File: src/rtl/conv_pkg.sv
// Shared types and sizing helpers for the convolution frame sequencer.
package conv_pkg;

  typedef enum logic [1:0] {
    IDLE  = 2'd0,
    ISSUE = 2'd1,
    FLUSH = 2'd2,
    DONE  = 2'd3
  } state_t;

  // ceil(log2(v)), never below 1 so a degenerate range still gets a 1-bit field.
  function automatic int clog2(input int v);
    int r;
    r = 1;
    for (int b = 1; b < 31; b++)
      if ((1 << b) < v) r = b + 1;
    return r;
  endfunction

endpackage

File: src/rtl/conv_sched_if.sv
// Control/read/tap bundle between the frame sequencer and its neighbours.
interface conv_sched_if #(
  parameter int AW = 14,
  parameter int CW = 4
);
  logic          start_i;
  logic          hold_i;
  logic          rd_en_o;
  logic [AW-1:0] rd_addr_o;
  logic          tap_valid_o;
  logic          tap_first_o;
  logic          tap_last_o;
  logic [CW-1:0] coef_idx_o;
  logic          running_o;
  logic          done_o;

  modport master (
    output start_i, hold_i,
    input  rd_en_o, rd_addr_o, tap_valid_o, tap_first_o, tap_last_o,
           coef_idx_o, running_o, done_o
  );

  modport slave (
    input  start_i, hold_i,
    output rd_en_o, rd_addr_o, tap_valid_o, tap_first_o, tap_last_o,
           coef_idx_o, running_o, done_o
  );
endinterface

File: src/rtl/conv_addr_gen.sv
// Tap/pixel counters with incremental address formation: addr = pix_base + row_off + j.
module conv_addr_gen
  import conv_pkg::*;
#(
  parameter int N  = 100,
  parameter int K  = 3,
  parameter int AW = clog2(N * N),
  parameter int CW = clog2(K * K)
) (
  input  logic          clk,
  input  logic          rst,
  input  logic          advance,
  output logic [AW-1:0] addr,
  output logic [CW-1:0] tap,
  output logic          pix_start,
  output logic          pix_last,
  output logic          frame_last
);

  localparam logic [CW-1:0] KM1   = CW'(K - 1);
  localparam logic [AW-1:0] MM1   = AW'(N - K);
  localparam logic [AW-1:0] NSTEP = AW'(N);
  localparam logic [AW-1:0] KSTEP = AW'(K);

  logic [CW-1:0] j, i;
  logic [AW-1:0] c, r;
  logic [AW-1:0] pix_base, row_off;

  logic j_last, i_last, c_last, r_last;

  assign j_last     = (j == KM1);
  assign i_last     = (i == KM1);
  assign c_last     = (c == MM1);
  assign r_last     = (r == MM1);
  assign pix_start  = (j == '0) && (i == '0);
  assign pix_last   = j_last && i_last;
  assign frame_last = pix_last && c_last && r_last;
  assign addr       = pix_base + row_off + AW'(j);

  always_ff @(posedge clk) begin
    if (rst) begin
      j        <= '0;
      i        <= '0;
      c        <= '0;
      r        <= '0;
      tap      <= '0;
      pix_base <= '0;
      row_off  <= '0;
    end else if (advance) begin
      tap <= pix_last ? '0 : tap + 1'b1;
      if (!j_last) begin
        j <= j + 1'b1;
      end else begin
        j <= '0;
        if (!i_last) begin
          i       <= i + 1'b1;
          row_off <= row_off + NSTEP;
        end else begin
          i       <= '0;
          row_off <= '0;
          if (!c_last) begin
            c        <= c + 1'b1;
            pix_base <= pix_base + 1'b1;
          end else begin
            c <= '0;
            // base of (r,M-1) plus K lands on the base of (r+1,0)
            if (!r_last) begin
              r        <= r + 1'b1;
              pix_base <= pix_base + KSTEP;
            end else begin
              r        <= '0;
              pix_base <= '0;
            end
          end
        end
      end
    end
  end

endmodule

File: src/rtl/conv_sched.sv
// Frame sequencer: issues K*K reads per output pixel and emits tap strobes aligned to 1-cycle memory data.
module conv_sched
  import conv_pkg::*;
#(
  parameter int N  = 100,
  parameter int K  = 3,
  parameter int AW = clog2(N * N),
  parameter int CW = clog2(K * K)
) (
  input  logic clk,
  input  logic rst,
  conv_sched_if.slave bus
);

  state_t        state;
  logic [AW-1:0] addr;
  logic [CW-1:0] tap;
  logic          pix_start, pix_last, frame_last;
  logic          rd_en;

  logic          tap_valid, tap_first, tap_last;
  logic [CW-1:0] coef_idx;

  // back-pressure only bites on a pixel boundary so a started pixel never splits
  assign rd_en = (state == ISSUE) && !(pix_start && bus.hold_i);

  conv_addr_gen #(.N(N), .K(K), .AW(AW), .CW(CW)) u_addr (
    .clk        (clk),
    .rst        (rst),
    .advance    (rd_en),
    .addr       (addr),
    .tap        (tap),
    .pix_start  (pix_start),
    .pix_last   (pix_last),
    .frame_last (frame_last)
  );

  always_ff @(posedge clk) begin
    if (rst) begin
      state <= IDLE;
    end else begin
      case (state)
        IDLE:    if (bus.start_i) state <= ISSUE;
        ISSUE:   if (rd_en && frame_last) state <= FLUSH;
        FLUSH:   state <= DONE;
        DONE:    state <= IDLE;
        default: state <= IDLE;
      endcase
    end
  end

  always_ff @(posedge clk) begin
    if (rst) begin
      tap_valid <= 1'b0;
      tap_first <= 1'b0;
      tap_last  <= 1'b0;
      coef_idx  <= '0;
    end else begin
      tap_valid <= rd_en;
      tap_first <= rd_en && pix_start;
      tap_last  <= rd_en && pix_last;
      coef_idx  <= rd_en ? tap : '0;
    end
  end

  assign bus.rd_en_o     = rd_en;
  assign bus.rd_addr_o   = rd_en ? addr : '0;
  assign bus.tap_valid_o = tap_valid;
  assign bus.tap_first_o = tap_first;
  assign bus.tap_last_o  = tap_last;
  assign bus.coef_idx_o  = coef_idx;
  assign bus.running_o   = (state == ISSUE) || (state == FLUSH);
  assign bus.done_o      = (state == DONE);

endmodule

File: src/flat_wrapper.sv
// flat-port wrapper written by rule: the top's interface ports become plain ports
module conv_sched_flat import conv_pkg::*;
#(
  parameter int N  = 100,
  parameter int K  = 3,
  parameter int AW = clog2(N * N),
  parameter int CW = clog2(K * K)
)
  (clk, rst, bus_start_i, bus_hold_i, bus_rd_en_o, bus_rd_addr_o, bus_tap_valid_o, bus_tap_first_o, bus_tap_last_o, bus_coef_idx_o, bus_running_o, bus_done_o);
  conv_sched_if #(.AW(AW), .CW(CW)) bus_i ();
  input  logic clk;
  input  logic rst;
  input wire logic [$bits(bus_i.start_i)-1:0] bus_start_i;
  input wire logic [$bits(bus_i.hold_i)-1:0] bus_hold_i;
  output wire logic [$bits(bus_i.rd_en_o)-1:0] bus_rd_en_o;
  output wire logic [$bits(bus_i.rd_addr_o)-1:0] bus_rd_addr_o;
  output wire logic [$bits(bus_i.tap_valid_o)-1:0] bus_tap_valid_o;
  output wire logic [$bits(bus_i.tap_first_o)-1:0] bus_tap_first_o;
  output wire logic [$bits(bus_i.tap_last_o)-1:0] bus_tap_last_o;
  output wire logic [$bits(bus_i.coef_idx_o)-1:0] bus_coef_idx_o;
  output wire logic [$bits(bus_i.running_o)-1:0] bus_running_o;
  output wire logic [$bits(bus_i.done_o)-1:0] bus_done_o;
  assign bus_i.start_i = bus_start_i;
  assign bus_i.hold_i = bus_hold_i;
  assign bus_rd_en_o = bus_i.rd_en_o;
  assign bus_rd_addr_o = bus_i.rd_addr_o;
  assign bus_tap_valid_o = bus_i.tap_valid_o;
  assign bus_tap_first_o = bus_i.tap_first_o;
  assign bus_tap_last_o = bus_i.tap_last_o;
  assign bus_coef_idx_o = bus_i.coef_idx_o;
  assign bus_running_o = bus_i.running_o;
  assign bus_done_o = bus_i.done_o;
  conv_sched #(.N(N), .K(K), .AW(AW), .CW(CW)) u_core (.clk(clk), .rst(rst), .bus(bus_i));
endmodule
File: config.mk
export PLATFORM = sky130hd
export DESIGN_NAME = conv_sched_flat
export DESIGN_NICKNAME = d
export VERILOG_FILES = /design/src/rtl/conv_pkg.sv /design/src/rtl/conv_sched_if.sv /design/src/rtl/conv_addr_gen.sv /design/src/rtl/conv_sched.sv /design/src/flat_wrapper.sv
export SDC_FILE = /design/constraint.sdc
export NUM_CORES = 1
export LEC_CHECK = 0
export CAP_MARGIN = 15
export CORE_MARGIN = 2
export CORE_UTILIZATION = 55
export CTS_CLUSTER_SIZE = 14
export DETAILED_ROUTE_END_ITERATION = 8
export PLACE_DENSITY = 0.76
export SYNTH_ARGS = -nofsm -noshare
export SYNTH_HDL_FRONTEND = slang
export SYNTH_SLANG_ARGS = --single-unit
File: constraint.sdc
create_clock -name clk -period 6.35 [get_ports clk]
set_clock_uncertainty 0.05 [all_clocks]
set_input_delay 0.9525 -clock clk [delete_from_list [all_inputs] [get_ports clk]]
set_output_delay 0.9525 -clock clk [all_outputs]
set_load 0.1 [all_outputs]
==> results of run 1 <==
[sequential cells by signal, summed over array words and instances (netlist names)]
name	cells
u_core.u_addr.c	14
u_core.u_addr.j	4
u_core.bus.tap_last_o	1
u_core.u_addr.row_off	12
u_core.u_addr.tap	4
u_core.bus.tap_valid_o	1
u_core.u_addr.r	14
u_core.state	2
u_core.u_addr.pix_base	14
u_core.bus.coef_idx_o	4
u_core.bus.tap_first_o	1
u_core.u_addr.i	4
[per-stage QoR]
stage          cell area, um^2  worst slack [ps]
3_3_place_gp              4550              1640
6_report                  4760              1190
5_1_grt                   4760               943
2_1_floorplan             4220               937
3_5_place_dp              4550              1580
4_1_cts                   4760              1200
[worst max-delay path: cells and delay by family, from the launching register on]
family	cells	cell delay, ps
AND/OR/NAND/NOR	2	390
AO/OA/AOI/OAI	4	1000
buffers and inverters	1	1160
adder cells (fa/ha/maj)	2	780
flip-flops	1	470
[where the power goes]
part / switching [mW] / leakage, nW / total, mW / internal, mW
Clock: 0.181 / 0.0957 / 0.374 / 0.194
Sequential: 0.0188 / 0.605 / 0.505 / 0.487
Combinational: 0.164 / 1.10 / 0.226 / 0.0620
[logic make-up after synthesis]
kind of cell    share of synthesized area (%)
fa+ha+maj                                12.1
flops                                    35.6
simple gates                             26.2
buf+inv                                  3.44
mux                                      1.19
compound gates                           11.1
xor+xnor                                 10.4
[synth_stat cells, types with 2 or more instances]
cell type / number
mux2i_1: 5
nand3_1: 22
o211ai_1: 3
nand3b_1: 2
nand4_1: 18
and4_1: 5
or3_1: 13
nor4_1: 2
o31ai_1: 4
nor2b_1: 4
o41ai_1: 2
nand2b_1: 4
o21ai_0: 20
nor2_1: 71
nor3b_1: 3
o22ai_1: 2
o21bai_1: 4
nor4_2: 2
and2_1: 10
ha_1: 35
and3_1: 4
nor3_1: 12
xnor2_1: 21
clkbuf_1: 10
inv_1: 19
or4_1: 2
xor2_1: 29
nand2_1: 33
a311oi_1: 2
dfxtp_1: 75
nor4b_2: 3
fa_1: 3
a21oi_1: 25
a21o_1: 3
buf_2: 2
[area by class of cell]
class                      count  share of cell area (%)
inverter                      20                    1.58
clock inverter                 5                    1.31
tap                           99                    2.60
clock buffer                  11                    2.97
sequential                    75                    31.6
timing repair buffer          28                    5.84
multi-input combinational    383                    54.1
[how the worst max path moves through the flow]
stage | to | slack, ps | cells past startpoint
floorplan | bus_rd_addr_o[11] | 940 | 8
global placement | bus_rd_addr_o[12] | 1640 | 9
detailed placement | bus_rd_addr_o[11] | 1580 | 9
CTS | bus_rd_addr_o[13] | 1200 | 9
global route | bus_rd_addr_o[11] | 940 | 10
finish | bus_rd_addr_o[11] | 1190 | 9
[per-layer routing]
layer / track usage (%) / part of all wire (%)
met2: 35.2 / 47
met1: 28.1 / 49
met4: 5.68 / 0.77
met3: 5.75 / 3.6
met5: 0 / 0
==> metrics.md, run 1 <==
| Metric | Value |
|---|---|
| Final worst path period need | `5160 ps` |
| Min-Delay Path Depth | `1` |
| Post-CTS Hold Buffers | `0` |
| Mapped Area | `4220 um^2` |
| Routed len/inst | `13.2 um` |
| Area contributors post-synth | `dfxtp_1 36%, ha_1 10%, nor2_1 6.3%` |
| Final hold viol count | `0` |
| RSZ-0062 raised after global routing | `false` |
| Fmax | `194 MHz` |
| Drt drc | `0` |
| Rel. slew slack | `34.8%` |
| Reg2Reg Launch Point | `u_core.u_addr.j[1]$_SDFFE_PP0P_` |
| Hold WS | `429 ps` |
| Initial antenna violation count | `0` |
| Synth Warn # | `0` |
| CTS resizes | `0` |
| Worst-Margin Slew | `974 ps` |
| Post-DRT Antenna Nets | `0` |
| Num CTS Buffers | `9` |
| Final setup fails | `0` |
| Root buf cell | `clkbuf_8` |
| Hold Crit Class | `reg2reg` |
| Register-to-Register Path Depth | `6` |
| Maxcap violations | `0` |
| H-Tree Depth | `3` |
| Die Area | `8400 um^2` |
| Hold EP | `u_core.bus.coef_idx_o[3]$_SDFF_PP0_` |
| Worst skew pair latency | `350 ps` |
| Yosys reg bits | `75` |
| Vias in the first global route | `3332` |
| Max clock buf depth | `2` |
| CORE AREA | `7330 um^2` |
| Starting Density | `57.6%` |
| Most frequent cells in the layout | `75 x dfxtp_1, 71 x nor2_1, 35 x ha_1` |
| Top-area cell type share of the netlist area | `35.6%` |
| GRT Util Overall | `21.5%` |
| Pin count of the biggest net entering global routing | `25` |
| Placed cell count | `605` |
| Num rows | `31` |
| Final #Nets | `559` |
| Final Util | `64.9%` |
| # fillers | `642` |
| Slowest stage delay, CP | `1160 ps` |
| Placed wire-length estimate | `6070 um` |
| Pwr per Cell Area | `232 nW/um^2` |
| First-pass GRT wire length | `14900 um` |
| Async set-reset flop share out of synthesis | `0%` |
| Area Growth Syn to Fin | `12.7%` |
| Peak supply drop | `0.367 mV` |
| Commonest non-fill, non-tap cell in the layout | `dfxtp_1` |
| Crit. Startpoint | `u_core.u_addr.j[3]$_SDFFE_PP0P_` |
| Clock sinks | `75` |
| R2R Setup Slk | `3580 ps` |
| PortBufs | `27` |
| Post-synthesis sequential area ratio | `35.6%` |
| Multi-input logic area | `2580 um^2` |
| Min-delay src | `u_core.u_addr.tap[3]$_SDFFE_PP0P_` |
| Max FO, Critical Path | `5` |
| Period Utilization, post-route | `81.2%` |
| Worst path required time | `5350 ps` |
| WS Path Type | `reg2out` |
| CP Capture Type | `output pin` |
| Share of cells above drive strength 1 | `4.79%` |
| Register area | `1500 um^2` |
| Pins Over Slew Limit | `0` |
| R2r endpoint | `u_core.u_addr.r[11]$_SDFFE_PP0P_` |
| Die Wd | `91.6 um` |
| Die height | `91.6 um` |
| Lkg Pwr | `1.80 nW` |
| Post-Route WL | `8170 um` |
| I/O pin count | `28` |
| Syn avg cell area | `8.57 um^2` |
| Synth Flop Type | `dfxtp_1` |
| CP Cell Sequence | `fa_1 -> ha_1 -> nor2b_1 -> o31a_1 -> o41a_1 -> o21ai_0 -> a21oi_1 -> nor3b_1 -> clkdlybuf4s50_1` |
| Cell taking the most area after synthesis | `dfxtp_1` |
| CTS tree | `built` |
| N_diodes | `0` |
| Gpl congestion | `0.826` |
| Post-CTS Setup Bufs | `0` |
| Arrival @ worst endpoint | `4160 ps` |
| Clk pin slew, worst setup/hold paths | `80 ps` |
| Drt pass-1 iters | `4` |
| Total power draw | `1.11 mW` |
| Via count | `3431` |
| Setup TNS | `0 ps` |
| Cell count after synthesis | `493` |
| Via-to-Cell Ratio | `5.52` |
| Outcome | `finished, final reports clean` |
| Number of synthesized flops with an enable pin | `0` |
| Grt ovf | `0` |
| Slowest-stage cell, CP | `clkdlybuf4s50_1` |
| Synth Net Count | `535` |
| Crit start category | `flop` |
| Iteration-0 DRC Markers | `204` |
| Yosys cell types | `54` |
| Finished Layout Cells | `621` |
No activity file was read; power rests on OpenSTA's default activity.
==> inputs of run 2 (changes only) <==
==> constraint.sdc (replaced) <==
create_clock -name clk -period 5 [get_ports clk]
set_clock_uncertainty 0.05 [all_clocks]
set_input_delay 0.75 -clock clk [delete_from_list [all_inputs] [get_ports clk]]
set_output_delay 0.75 -clock clk [all_outputs]
set_load 0.1 [all_outputs]
==> run 2 against run 1 <==
  * Clock power grew 46%
  * Non-clock buffer count rose by 1
  * Sequential cell count unchanged
  * Final area up 0.24%
  * Combinational power increased by 26%
  * Critical endpoint is now bus_rd_addr_o[4]
  * Largest cell class unchanged
==> metrics.md, run 2 (same netlist as run 1, synthesis figures left out) <==
| Metric | Value |
|---|---|
| Outcome | `finished, final reports clean` |
| Sequential share of power | `43.6% (-2.1 points)` |
| Clock sinks | `75 (unchanged)` |
| CTS tree | `built` |
| Lkg Pwr | `1.85 nW (+2.8%)` |
| Peak supply drop | `0.511 mV (+39%)` |
| Iteration-0 DRC Markers | `165 (-19%)` |
| N_diodes | `0 (unchanged)` |
| Placed wire-length estimate | `6240 um (+2.7%)` |
| Share of cells above drive strength 1 | `7.49% (+2.7 points)` |
| Final setup fails | `0 (unchanged)` |
| Post-Route WL | `8450 um (+3.4%)` |
| Num CTS Buffers | `9 (unchanged)` |
| Commonest non-fill, non-tap cell in the layout | `dfxtp_1` |
| Maxcap violations | `0 (unchanged)` |
| Internal Power | `1.02 mW (+38%)` |
| Final hold viol count | `0 (unchanged)` |
| Comb power frac | `19.3% (-1.1 points)` |
| Finished Cell Area | `4770 um^2 (+0.24%)` |
| Drt pass-1 iters | `4 (unchanged)` |
| Register-to-Register Path Depth | `6 (unchanged)` |
| Arrival @ worst endpoint | `3360 ps (-800 ps)` |
| CP Capture Type | `output pin` |
| Worst path required time | `4200 ps (-1150 ps)` |
| I/O pin count | `28 (unchanged)` |
| WS Path Type | `reg2out` |
| Die Area | `8400 um^2 (unchanged)` |
| Hold WS | `442 ps (+12.7 ps)` |
| Via count | `3525 (+2.7%)` |
| GRT Util Overall | `21.7% (+0.16 points)` |
| Min-Delay Path Depth | `1 (unchanged)` |
| Clk pin slew, worst setup/hold paths | `80 ps (about the same)` |
| Placed cell area | `4540 um^2 (-0.27%)` |
| Via-to-Cell Ratio | `5.69 (+2.9%)` |
| Max clock buf depth | `2 (unchanged)` |
| Crit start category | `flop` |
| Multi-input logic area | `2590 um^2 (+0.39%)` |
| Root buf cell | `clkbuf_8` |
| Post-CTS Setup Bufs | `0 (unchanged)` |
| Final worst path period need | `4160 ps` |
| Placed cell count | `606 (+0.17%)` |
| Regs by FF count | `u_core.u_addr.c x14, u_core.u_addr.pix_base x14, u_core.u_addr.r x14` |
| Routed len/inst | `13.6 um (+3.6%)` |
| PortBufs | `27 (unchanged)` |
| Sw frac | `30.7% (-2.2 points)` |
| Finished Layout Cells | `620 (-0.16%)` |
| Worst skew pair latency | `350 ps (about the same)` |
| Die height | `91.6 um (unchanged)` |
| Vias in the first global route | `3360 (+0.84%)` |
| Pins Over Slew Limit | `0 (unchanged)` |
| Area Growth Syn to Fin | `12.9%` |
| Fmax | `240 MHz` |
| Gpl congestion | `0.845 (+2.3%)` |
| Final #Nets | `560 (+0.18%)` |
| Starting Density | `57.6% (unchanged)` |
| Most frequent cells in the layout | `75 x dfxtp_1, 71 x nor2_1, 35 x ha_1` |
| Worst-Margin Slew | `976 ps (+1.14 ps)` |
| Register area | `1500 um^2 (unchanged)` |
| CORE AREA | `7330 um^2 (unchanged)` |
| Die Wd | `91.6 um (unchanged)` |
| Rel. slew slack | `34.8% (-0.076 points)` |
| Initial antenna violation count | `0 (unchanged)` |
| Clock power share | `37.1% (+3.2 points)` |
| R2R Setup Slk | `2190 ps (-1390 ps)` |
| Pin count of the biggest net entering global routing | `25 (unchanged)` |
| H-Tree Depth | `3 (unchanged)` |
| Setup TNS | `0 ps (unchanged)` |
| First-pass GRT wire length | `15000 um (+0.70%)` |
| Pwr per Cell Area | `309 nW/um^2 (+33%)` |
| Drt drc | `0 (unchanged)` |
| RSZ-0062 raised after global routing | `false` |
| Grt ovf | `0 (unchanged)` |
| Psw | `0.452 mW (+24%)` |
| Hold Crit Class | `reg2reg` |
| Post-CTS Hold Buffers | `0 (unchanged)` |
| Max FO, Critical Path | `8 (+3)` |
| # fillers | `623 (-3.0%)` |
| Period Utilization, post-route | `83.3%` |
| CTS resizes | `0 (unchanged)` |
| Num rows | `31 (unchanged)` |
| Post-DRT Antenna Nets | `0 (unchanged)` |
## run 2: cell types whose count changed in the layout (fill, tap and decap cells not counted), moves of 2 or more
cell and delta:
bufinv_16 +2, buf_4 +13, clkinvlp_4 -2, nor3b_2 +2, clkdlybuf4s50_1 -12, nor3b_1 -2
## run 2: area by class of cell
cell class,count,area share (%)
multi-input cells,383,54.2
well taps,99,2.60
repair buffers,29,5.35
flip-flops and latches,75,31.5
inverters,20,1.57
clock buffers,9,2.60
clock inverters,5,2.18
## run 2: through the flow
stage	total power, mW	setup WS, ps	utilization, %
2_1_floorplan	0.882	352	-
5_1_grt	1.54	576	65.1
4_1_cts	1.49	814	65.1
3_5_place_dp	0.941	1200	62.0
3_3_place_gp	0.935	1240	62.0
6_report	1.47	835	65.1
## run 2: worst paths after layout
kind,from,end
worst max register to register,u_core.u_addr.j[2]$_SDFFE_PP0P_,u_core.u_addr.r[11]$_SDFFE_PP0P_
worst min register to register,u_core.u_addr.tap[3]$_SDFFE_PP0P_,u_core.bus.coef_idx_o[3]$_SDFF_PP0_
worst max-delay path,u_core.u_addr.pix_base[2]$_SDFFE_PP0P_,bus_rd_addr_o[4]
worst min-delay path,u_core.u_addr.tap[3]$_SDFFE_PP0P_,u_core.bus.coef_idx_o[3]$_SDFF_PP0_
## run 2: worst max-delay path, cell delays in order, from the launching register on
cell             delay (ps)
dfxtp_1                 530
fa_1                    510
ha_1                    300
a21oi_1                 190
nor2b_1                  70
nor2_1                  110
xor2_1                   80
nor2_1                   90
clkdlybuf4s50_1        1140
## run 2: metal layers
layer  up-vias  track usage (%)  part of all wire, %
met5         -                0                    0
met3        17             4.52                  3.3
met2        46             34.9                   47
met1      1681             28.3                   47
met4         0             8.71                  2.3
li1       1781                -                    -
## run 2: power groups by stage
stage / Sequential [mW] / Combinational, mW / Clock, mW
CTS: 0.642 / 0.287 / 0.556
global route: 0.646 / 0.310 / 0.581
global placement: 0.655 / 0.280 / 0
finish: 0.642 / 0.285 / 0.547
floorplan: 0.673 / 0.209 / 0
detailed placement: 0.656 / 0.286 / 0
